$ cat config.mk
export PLATFORM = sky130hd
export DESIGN_NAME = biriscv_div_arbiter_flat
export DESIGN_NICKNAME = d
export VERILOG_FILES = /design/src/rtl/biriscv_div_arbiter_if.sv /design/src/rtl/biriscv_div_arbiter.sv /design/src/flat_wrapper.sv
export SDC_FILE = /design/constraint.sdc
export NUM_CORES = 1
export LEC_CHECK = 0
export BUFFER_PORTS_ARGS = -buffer_cell sky130_fd_sc_hd__buf_2
export CAP_MARGIN = 25
export CORE_AREA = 2 2 146 148
export CTS_BUF_LIST = sky130_fd_sc_hd__clkbuf_2
export DETAILED_ROUTE_END_ITERATION = 8
export DIE_AREA = 0 0 148 150
export SETUP_SLACK_MARGIN = 0.15
export SLEW_MARGIN = 15
export SYNTH_ARGS = -nofsm -noshare
export SYNTH_HDL_FRONTEND = slang
export SYNTH_SLANG_ARGS = --single-unit
$ cat constraint.sdc
create_clock -name clk_i -period 2.4 [get_ports clk_i]
set_clock_uncertainty 0.1 [all_clocks]
set_input_delay 0.48 -clock clk_i [delete_from_list [all_inputs] [get_ports clk_i]]
set_output_delay 0.48 -clock clk_i [all_outputs]
set_load 0.03 [all_outputs]
$ cat src/rtl/biriscv_div_arbiter_if.sv
// rtl/biriscv_div_arbiter_if.sv - request, divider and writeback signals of the divider arbiter
interface biriscv_div_arbiter_if;
  logic        flush_i;

  logic        p0_valid_i;
  logic [31:0] p0_opcode_i;
  logic [31:0] p0_ra_i;
  logic [31:0] p0_rb_i;
  logic [4:0]  p0_rd_idx_i;
  logic        p0_accept_o;

  logic        p1_valid_i;
  logic [31:0] p1_opcode_i;
  logic [31:0] p1_ra_i;
  logic [31:0] p1_rb_i;
  logic [4:0]  p1_rd_idx_i;
  logic        p1_accept_o;

  logic        div_valid_o;
  logic [31:0] div_opcode_o;
  logic [31:0] div_ra_o;
  logic [31:0] div_rb_o;
  logic        div_wb_valid_i;
  logic [31:0] div_wb_value_i;

  logic        wb_valid_o;
  logic [31:0] wb_value_o;
  logic [4:0]  wb_rd_idx_o;
  logic        wb_pipe_o;
  logic        busy_o;
  logic        timeout_o;

  modport slave (
    input  flush_i,
    input  p0_valid_i, p0_opcode_i, p0_ra_i, p0_rb_i, p0_rd_idx_i,
    output p0_accept_o,
    input  p1_valid_i, p1_opcode_i, p1_ra_i, p1_rb_i, p1_rd_idx_i,
    output p1_accept_o,
    output div_valid_o, div_opcode_o, div_ra_o, div_rb_o,
    input  div_wb_valid_i, div_wb_value_i,
    output wb_valid_o, wb_value_o, wb_rd_idx_o, wb_pipe_o,
    output busy_o, timeout_o
  );

  modport master (
    output flush_i,
    output p0_valid_i, p0_opcode_i, p0_ra_i, p0_rb_i, p0_rd_idx_i,
    input  p0_accept_o,
    output p1_valid_i, p1_opcode_i, p1_ra_i, p1_rb_i, p1_rd_idx_i,
    input  p1_accept_o,
    input  div_valid_o, div_opcode_o, div_ra_o, div_rb_o,
    output div_wb_valid_i, div_wb_value_i,
    input  wb_valid_o, wb_value_o, wb_rd_idx_o, wb_pipe_o,
    input  busy_o, timeout_o
  );
endinterface

$ cat src/rtl/biriscv_div_arbiter.sv
// rtl/biriscv_div_arbiter.sv - round-robin sharing of one divider between two issue pipes
// Tags results with rd/pipe, absorbs flushes of the uncancellable divider, watchdogs hangs.
module biriscv_div_arbiter #(
  parameter int TIMEOUT_CYCLES = 64,
  parameter int CNT_W          = 7
) (
  input  logic                   clk_i,
  input  logic                   rst_i,
  biriscv_div_arbiter_if.slave   bus
);

  localparam logic [1:0] ST_IDLE  = 2'd0;
  localparam logic [1:0] ST_BUSY  = 2'd1;
  localparam logic [1:0] ST_DRAIN = 2'd2;

  localparam logic [CNT_W-1:0] CNT_LAST = CNT_W'(TIMEOUT_CYCLES - 1);

  logic [1:0]       state_q, state_d;
  logic             last_grant_q, last_grant_d;
  logic [4:0]       rd_q, rd_d;
  logic             pipe_q, pipe_d;
  logic [CNT_W-1:0] cnt_q, cnt_d;
  logic             timeout_q, timeout_d;
  logic             wb_valid_q, wb_valid_d;
  logic [31:0]      wb_value_q, wb_value_d;
  logic [4:0]       wb_rd_q, wb_rd_d;
  logic             wb_pipe_q, wb_pipe_d;

  logic             grant_en;
  logic             grant_pipe;
  logic [31:0]      div_opcode;
  logic [31:0]      div_ra;
  logic [31:0]      div_rb;

  // On a tie the pipe that did not win last time is granted.
  always_comb begin
    grant_en   = (state_q == ST_IDLE) && (bus.p0_valid_i || bus.p1_valid_i) && !bus.flush_i;
    grant_pipe = (bus.p0_valid_i && bus.p1_valid_i) ? !last_grant_q : bus.p1_valid_i;
    div_opcode = 32'd0;
    div_ra     = 32'd0;
    div_rb     = 32'd0;
    if (grant_en) begin
      div_opcode = grant_pipe ? bus.p1_opcode_i : bus.p0_opcode_i;
      div_ra     = grant_pipe ? bus.p1_ra_i     : bus.p0_ra_i;
      div_rb     = grant_pipe ? bus.p1_rb_i     : bus.p0_rb_i;
    end
  end

  always_comb begin
    state_d      = state_q;
    last_grant_d = last_grant_q;
    rd_d         = rd_q;
    pipe_d       = pipe_q;
    cnt_d        = cnt_q;
    timeout_d    = timeout_q;
    wb_valid_d   = 1'b0;
    wb_value_d   = wb_value_q;
    wb_rd_d      = wb_rd_q;
    wb_pipe_d    = wb_pipe_q;

    case (state_q)
      ST_IDLE: begin
        if (grant_en) begin
          state_d      = ST_BUSY;
          last_grant_d = grant_pipe;
          pipe_d       = grant_pipe;
          rd_d         = grant_pipe ? bus.p1_rd_idx_i : bus.p0_rd_idx_i;
          cnt_d        = '0;
        end
      end
      ST_BUSY: begin
        if (bus.div_wb_valid_i) begin
          state_d = ST_IDLE;
          if (!bus.flush_i) begin
            wb_valid_d = 1'b1;
            wb_value_d = bus.div_wb_value_i;
            wb_rd_d    = rd_q;
            wb_pipe_d  = pipe_q;
          end
        end else if (cnt_q == CNT_LAST) begin
          state_d   = ST_IDLE;
          timeout_d = 1'b1;
        end else begin
          cnt_d = cnt_q + 1'b1;
          if (bus.flush_i) begin
            state_d = ST_DRAIN;
          end
        end
      end
      ST_DRAIN: begin
        // The flushed operation's result still arrives and must be swallowed.
        if (bus.div_wb_valid_i) begin
          state_d = ST_IDLE;
        end else if (cnt_q == CNT_LAST) begin
          state_d   = ST_IDLE;
          timeout_d = 1'b1;
        end else begin
          cnt_d = cnt_q + 1'b1;
        end
      end
      default: begin
        state_d = ST_IDLE;
      end
    endcase
  end

  always_ff @(posedge clk_i or posedge rst_i) begin
    if (rst_i) begin
      state_q      <= ST_IDLE;
      last_grant_q <= 1'b1;
      rd_q         <= 5'd0;
      pipe_q       <= 1'b0;
      cnt_q        <= '0;
      timeout_q    <= 1'b0;
      wb_valid_q   <= 1'b0;
      wb_value_q   <= 32'd0;
      wb_rd_q      <= 5'd0;
      wb_pipe_q    <= 1'b0;
    end else begin
      state_q      <= state_d;
      last_grant_q <= last_grant_d;
      rd_q         <= rd_d;
      pipe_q       <= pipe_d;
      cnt_q        <= cnt_d;
      timeout_q    <= timeout_d;
      wb_valid_q   <= wb_valid_d;
      wb_value_q   <= wb_value_d;
      wb_rd_q      <= wb_rd_d;
      wb_pipe_q    <= wb_pipe_d;
    end
  end

  assign bus.p0_accept_o  = grant_en && !grant_pipe;
  assign bus.p1_accept_o  = grant_en && grant_pipe;
  assign bus.div_valid_o  = grant_en;
  assign bus.div_opcode_o = div_opcode;
  assign bus.div_ra_o     = div_ra;
  assign bus.div_rb_o     = div_rb;
  assign bus.wb_valid_o   = wb_valid_q;
  assign bus.wb_value_o   = wb_value_q;
  assign bus.wb_rd_idx_o  = wb_rd_q;
  assign bus.wb_pipe_o    = wb_pipe_q;
  assign bus.busy_o       = (state_q != ST_IDLE);
  assign bus.timeout_o    = timeout_q;

endmodule

$ cat src/flat_wrapper.sv
// flat-port wrapper written by rule: the top's interface ports become plain ports
module biriscv_div_arbiter_flat 
#(
  parameter int TIMEOUT_CYCLES = 64,
  parameter int CNT_W          = 7
)
  (clk_i, rst_i, bus_flush_i, bus_p0_valid_i, bus_p0_opcode_i, bus_p0_ra_i, bus_p0_rb_i, bus_p0_rd_idx_i, bus_p0_accept_o, bus_p1_valid_i, bus_p1_opcode_i, bus_p1_ra_i, bus_p1_rb_i, bus_p1_rd_idx_i, bus_p1_accept_o, bus_div_valid_o, bus_div_opcode_o, bus_div_ra_o, bus_div_rb_o, bus_div_wb_valid_i, bus_div_wb_value_i, bus_wb_valid_o, bus_wb_value_o, bus_wb_rd_idx_o, bus_wb_pipe_o, bus_busy_o, bus_timeout_o);
  biriscv_div_arbiter_if bus_i ();
  input  logic clk_i;
  input  logic rst_i;
  input wire logic [$bits(bus_i.flush_i)-1:0] bus_flush_i;
  input wire logic [$bits(bus_i.p0_valid_i)-1:0] bus_p0_valid_i;
  input wire logic [$bits(bus_i.p0_opcode_i)-1:0] bus_p0_opcode_i;
  input wire logic [$bits(bus_i.p0_ra_i)-1:0] bus_p0_ra_i;
  input wire logic [$bits(bus_i.p0_rb_i)-1:0] bus_p0_rb_i;
  input wire logic [$bits(bus_i.p0_rd_idx_i)-1:0] bus_p0_rd_idx_i;
  output wire logic [$bits(bus_i.p0_accept_o)-1:0] bus_p0_accept_o;
  input wire logic [$bits(bus_i.p1_valid_i)-1:0] bus_p1_valid_i;
  input wire logic [$bits(bus_i.p1_opcode_i)-1:0] bus_p1_opcode_i;
  input wire logic [$bits(bus_i.p1_ra_i)-1:0] bus_p1_ra_i;
  input wire logic [$bits(bus_i.p1_rb_i)-1:0] bus_p1_rb_i;
  input wire logic [$bits(bus_i.p1_rd_idx_i)-1:0] bus_p1_rd_idx_i;
  output wire logic [$bits(bus_i.p1_accept_o)-1:0] bus_p1_accept_o;
  output wire logic [$bits(bus_i.div_valid_o)-1:0] bus_div_valid_o;
  output wire logic [$bits(bus_i.div_opcode_o)-1:0] bus_div_opcode_o;
  output wire logic [$bits(bus_i.div_ra_o)-1:0] bus_div_ra_o;
  output wire logic [$bits(bus_i.div_rb_o)-1:0] bus_div_rb_o;
  input wire logic [$bits(bus_i.div_wb_valid_i)-1:0] bus_div_wb_valid_i;
  input wire logic [$bits(bus_i.div_wb_value_i)-1:0] bus_div_wb_value_i;
  output wire logic [$bits(bus_i.wb_valid_o)-1:0] bus_wb_valid_o;
  output wire logic [$bits(bus_i.wb_value_o)-1:0] bus_wb_value_o;
  output wire logic [$bits(bus_i.wb_rd_idx_o)-1:0] bus_wb_rd_idx_o;
  output wire logic [$bits(bus_i.wb_pipe_o)-1:0] bus_wb_pipe_o;
  output wire logic [$bits(bus_i.busy_o)-1:0] bus_busy_o;
  output wire logic [$bits(bus_i.timeout_o)-1:0] bus_timeout_o;
  assign bus_i.flush_i = bus_flush_i;
  assign bus_i.p0_valid_i = bus_p0_valid_i;
  assign bus_i.p0_opcode_i = bus_p0_opcode_i;
  assign bus_i.p0_ra_i = bus_p0_ra_i;
  assign bus_i.p0_rb_i = bus_p0_rb_i;
  assign bus_i.p0_rd_idx_i = bus_p0_rd_idx_i;
  assign bus_p0_accept_o = bus_i.p0_accept_o;
  assign bus_i.p1_valid_i = bus_p1_valid_i;
  assign bus_i.p1_opcode_i = bus_p1_opcode_i;
  assign bus_i.p1_ra_i = bus_p1_ra_i;
  assign bus_i.p1_rb_i = bus_p1_rb_i;
  assign bus_i.p1_rd_idx_i = bus_p1_rd_idx_i;
  assign bus_p1_accept_o = bus_i.p1_accept_o;
  assign bus_div_valid_o = bus_i.div_valid_o;
  assign bus_div_opcode_o = bus_i.div_opcode_o;
  assign bus_div_ra_o = bus_i.div_ra_o;
  assign bus_div_rb_o = bus_i.div_rb_o;
  assign bus_i.div_wb_valid_i = bus_div_wb_valid_i;
  assign bus_i.div_wb_value_i = bus_div_wb_value_i;
  assign bus_wb_valid_o = bus_i.wb_valid_o;
  assign bus_wb_value_o = bus_i.wb_value_o;
  assign bus_wb_rd_idx_o = bus_i.wb_rd_idx_o;
  assign bus_wb_pipe_o = bus_i.wb_pipe_o;
  assign bus_busy_o = bus_i.busy_o;
  assign bus_timeout_o = bus_i.timeout_o;
  biriscv_div_arbiter #(.TIMEOUT_CYCLES(TIMEOUT_CYCLES), .CNT_W(CNT_W)) u_core (.clk_i(clk_i), .rst_i(rst_i), .bus(bus_i));
endmodule
Yosys cells after proc, flatten, opt, wreduce, memory -nomap -nowiden
Index checks and enable logic that the tools add are counted.
Word-level totals
  output and inout bits: 140
  bits of input ports: 240
  memories kept: 0
  ROM bits: 0
  latch bits: 0
  register bits: 56
  logic and storage cells: 61
  bits in writable memories: 0
Operators by class
  magnitude comparators: 0
  div/mod/pow operators: 0
  reductions and logical operators: 18
  shift operators: 0
  multiply operators: 0
  muxes and demuxes: 22
  eq/ne operators: 8
  bitwise gates (word level): 2
  add/sub/neg operators: 1
Operators by type and width (number)
  32-bit 2-to-1 mux: 6
  7-bit 2-to-1 mux: 3
  7-bit case mux with 2 select lines: 1
  2-bit 2-to-1 mux: 6
  3-bit AND reduction: 3
  7-bit by 1-bit adder with 7-bit output, second input constant: 1
  7-bit by 6-bit == test with 1-bit output, second input constant: 1
  2-bit case mux with 3 select lines: 1
  1-bit logical AND: 5
  5-bit 2-to-1 mux: 1
  1-bit 2-to-1 mux: 4
  2-bit inequality test, second input constant: 2
  4-bit by 3-bit inequality test with 1-bit output, second input constant: 1
  4-bit AND reduction: 1
  2-bit nonzero test: 2
  1-bit logical NOT: 3
  3-bit by 2-bit inequality test with 1-bit output, second input constant: 1
  2-bit by 1-bit == test with 1-bit output, second input constant: 1
  2-bit == test, second input constant: 1
  2-bit logical NOT: 1
  2-bit by 1-bit inequality test with 1-bit output, second input constant: 1
  1-bit NOT: 2
  2-bit AND reduction: 1
  2-bit OR reduction: 1
  1-bit logical OR: 1

Longest topological paths before layout
  word-level depth: 5
  gate-level depth with buffers: 8
  depth with buffers taken out: 6

Worst setup path before layout
Ideal clock, no wire load.
  kind: register -> output
  start: register u_core.state_q[0]
  end: output port bus_div_opcode_o[0]
  cell stages (with the launch flop): 9
  required time: 1.820 ns
  buffers on the path: 2
  arrival time: 1.761 ns
  slack: 0.059 ns
  cell sequence: dfrtp_1 inv_1 ha_1 and2b_1 nand2_1 a21oi_2 buf_4 buf_2 a22o_1
On the way
  word-level cells in the longest chain between the ends: 4
Ends and longest elaborated chain
  start, declared: line biriscv_div_arbiter.sv:18  | logic [1:0] state_q, state_d;
  start signal, assigned: line biriscv_div_arbiter.sv:120  | state_q <= state_d;
  2-bit logical NOT: line biriscv_div_arbiter.sv:37  | grant_en = (state_q == ST_IDLE) && (bus.p0_valid_i || bus.p1_valid_i) && !bus.flush_i;
  1-bit logical AND (2 in series): line biriscv_div_arbiter.sv:37
  32-bit 2-to-1 mux: line biriscv_div_arbiter.sv:42  | if (grant_en) begin
  end, declared: line flat_wrapper.sv:25  | output wire logic [$bits(bus_i.div_opcode_o)-1:0] bus_div_opcode_o;
No other way between the ends.

Worst setup path after layout
  start: register u_core.state_q[1]
  end: output port bus_div_opcode_o[22]
The elaborated chain is that of the path after synthesis.

==> impl_metrics.yaml <==
grt:
  grt-ovfl-total: 0
  first_global_vias: 3873
  antenna_found_initial: 9
  track_usage_pct: 13.6
  grt_max_degree: 40
  grt_pass1_wl_um: 22800
finish:
  mostFrequentLayoutCells: "283 x buf_2, 109 x buf_6, 55 x dfrtp_1, 47 x a22o_4, 42 x a22o_2"
  final_nets: 951
  drive_above_1_share_pct: 80.2
  layout_commonest_cell: "buf_2"
  area_delta_synth_final_pct: 120
  fin_util_pct: 35.2
synth:
  syn-num-nets: 539
  mappedNetlistArea_um2: 3310
  avgSynthCellArea_um2: 11.3
  synth_cell_types: 36
  ys_warn_count: 0
  ys_seq_area_share_pct: 42.4
  synth-seq-cells: 56
  synthCells: 294
clock_tree:
  cts.sinks: 56
  cts-root-buf: "clkbuf_2"
  numCtsBuffers: 5
  htreeDepth: 2
  worst_skew_pair.late_latency_ns: 0.48
  cts.path.max_buffers: 2
  cts_tree: "done"
  clkSlewWorstSetupHoldPaths_ns: 0.33
power:
  design_power_total_w: 0.00661
  ir_drop_mv: 0.498
  p_leak_nw: 3.82
  power_density_nw_per_um2: 909
setup_path:
  worst-setup-path-type: "reg -> out"
  end_kind: "output pin"
  crit_end: "bus_div_opcode_o[22]"
  rr_endpoint: "u_core.state_q[0]"
  critPathMostFrequentCell: "buf_6"
  slowest_delay_ns: 0.44
  reg2regPathDepth: 5
  crit_path_cell_trace: "inv_2 > ha_4 > and2b_2 > nand2_2 > a21oi_4 > buf_6 > buf_12 > buf_4 > a22o_4 > buf_6"
  cp.arrival_ns: 2.29
  cp_max_fo: 8
  cp.required_ns: 1.82
  start_kind: "flop"
  startpoint: "u_core.state_q[1]"
  slowest_stage: "dfrtp_1"
  ff2ff_setup_slack_ns: 0.37
  reg2reg_from: "u_core.cnt_q[0]"
sta:
  holdWs_ns: 0.0759
  fin_crit_ns: 2.87
  setup_slack_ns: -0.470
  rsz0062_at_grt: "yes"
  drv_slew: 0
  max_slew.worst_pin.slew_ns: 0.483
  fmax_mhz: 348
  setup_viol: 98
  timing.slew.headroom_pct: 67.7
  hold_violations: 0
  fin_crit_sh_pct: 120
floorplan:
  rows: 53
  dieHeight_um: 150
  start_util_pct: 16.0
  dieArea_um2: 22200
  io_pins: 380
  core_um2: 20700
  die_width_um: 148
place:
  dp_hpwl_um: 13800
  place_congestion: 0.762
  dp_slack_ns: 0.0133
  numPortBuffers: 379
route:
  totalWireLength_um: 18700
  drtPass1Iterations: 4
  post_drt_wl_per_cell_um: 19.0
  routed_via_density: 4.30
  ant_nets: 0
  drc_errors: 0
  drtIter0Drc: 102
  routed-via-count: 4234
run_status:
  outcome: "complete, but fails checks"
  violations: "setup timing"
run:
  max_cap_violations: 0
hold_path:
  hp-class: "in -> reg"
==> kinds of logic after synthesis <==
logic type	after synthesis	share of synthesized area, %
compound gates	128	32.5
fa+ha+maj	5	1.89
buf+inv	37	5.25
flops	56	42.4
mux	39	13.3
simple gates	29	4.76
==> what timing repair did <==
item,CTS,global route
hold buffers,1,0
pin swaps,0,15
resized for setup,171,83
setup buffers,6,6
cloned,1,7
setup endpoints to repair,99,99
hold endpoints to repair,18,0
==> Yosys cell counts (all sizes together) <==
master | number | area, um2
a22o | 96 | 841
dfrtp | 55 | 1380
mux2 | 39 | 439
buf | 24 | 125
inv | 11 | 41.3
nand2 | 9 | 33.8
a21oi | 7 | 38.8
and2 | 6 | 37.5
a221o | 5 | 50.1
ha | 5 | 62.6
o21ai | 5 | 25.0
nand2b | 4 | 25.0
nand3 | 4 | 20.0
a21boi | 3 | 22.5
a21o | 2 | 15.0
a31oi | 2 | 12.5
clkbuf | 2 | 7.51
nor2b | 2 | 12.5
o21bai | 2 | 15.0
a211oi | 1 | 7.51
a22oi | 1 | 7.51
a32o | 1 | 10.0
a32oi | 1 | 8.76
a41oi | 1 | 8.76
and2b | 1 | 7.51
and4 | 1 | 8.76
dfstp | 1 | 26.3
nor2 | 1 | 3.75
nor4b | 1 | 8.76
o31ai | 1 | 12.5
==> how the worst min path moves through the flow <==
stage                          startpoint                       end  slack (ns)  depth (start not counted)
finish              bus_div_wb_value_i[0]  u_core.bus.wb_value_o[0]        0.08                          2
global route        bus_div_wb_value_i[0]  u_core.bus.wb_value_o[0]        0.01                          2
CTS                 bus_div_wb_value_i[0]  u_core.bus.wb_value_o[0]        0.04                          2
detailed placement          u_core.pipe_q             u_core.pipe_q        0.36                          1
global placement            u_core.pipe_q             u_core.pipe_q        0.36                          1
floorplan                   u_core.pipe_q             u_core.pipe_q        0.35                          1
==> per-stage QoR <==
| step | area [um2] | cells | TNS (ns) |
|---|---|---|---|
| after detailed placement | 5980 | 953 | 0 |
| after CTS | 6650 | 969 | -48.54 |
| after global routing | 7270 | 982 | -54.58 |
| final | 7280 | 984 | -41.75 |
| after floorplan | 3530 | 294 | 0 |
| after global placement | 5980 | 953 | -0.00247 |
==> cell type report <==
cell class	instances	area, um2
fill	2079	13400
clock buffer	5	25.0
multi-input combinational	201	2240
antenna	2	5.00
inverter	11	41.3
timing repair buffer	431	3200
tap	275	344
clock inverter	3	21.3
sequential	56	1400
==> flip-flops by register name, indices dropped and copies added (netlist names) <==
register / cells
u_core.rd_q: 5
u_core.pipe_q: 1
u_core.cnt_q: 7
u_core.state_q: 2
u_core.bus.wb_value_o: 32
u_core.bus.wb_valid_o: 1
u_core.bus.timeout_o: 1
u_core.bus.wb_pipe_o: 1
u_core.last_grant_q: 1
u_core.bus.wb_rd_idx_o: 5
==> power breakdown <==
part	internal, W	leakage [nW]	switching, W	total [W]
Combinational	0.00210	3.10	0.00255	0.00465
Sequential	0.00136	0.688	0.000204	0.00156
Clock	0.0000777	0.0314	0.000327	0.000405
==> critical path, delay by kind of cell (launching register included) <==
kind                       cells  cell delay, ns
AOI/OAI and AO/OA              2            0.31
adders and majority gates      1            0.15
buffers and inverters          5            0.63
DFF                            1            0.44
and+or+nand+nor                2            0.29
==> per-layer routing <==
| metal | share of wire, % | vias to the layer above | track usage, % | wire [um] |
|---|---|---|---|---|
| met3 | 6.6 | 22 | 3.51 | 1240 |
| met2 | 53 | 200 | 23.6 | 9840 |
| li1 | - | 1988 | - | - |
| met4 | 0.74 | 4 | 1.05 | 139 |
| met5 | 0.14 | - | 0 | 27 |
| met1 | 40 | 2020 | 17.7 | 7430 |
No activity file was read; power rests on OpenSTA's default activity.
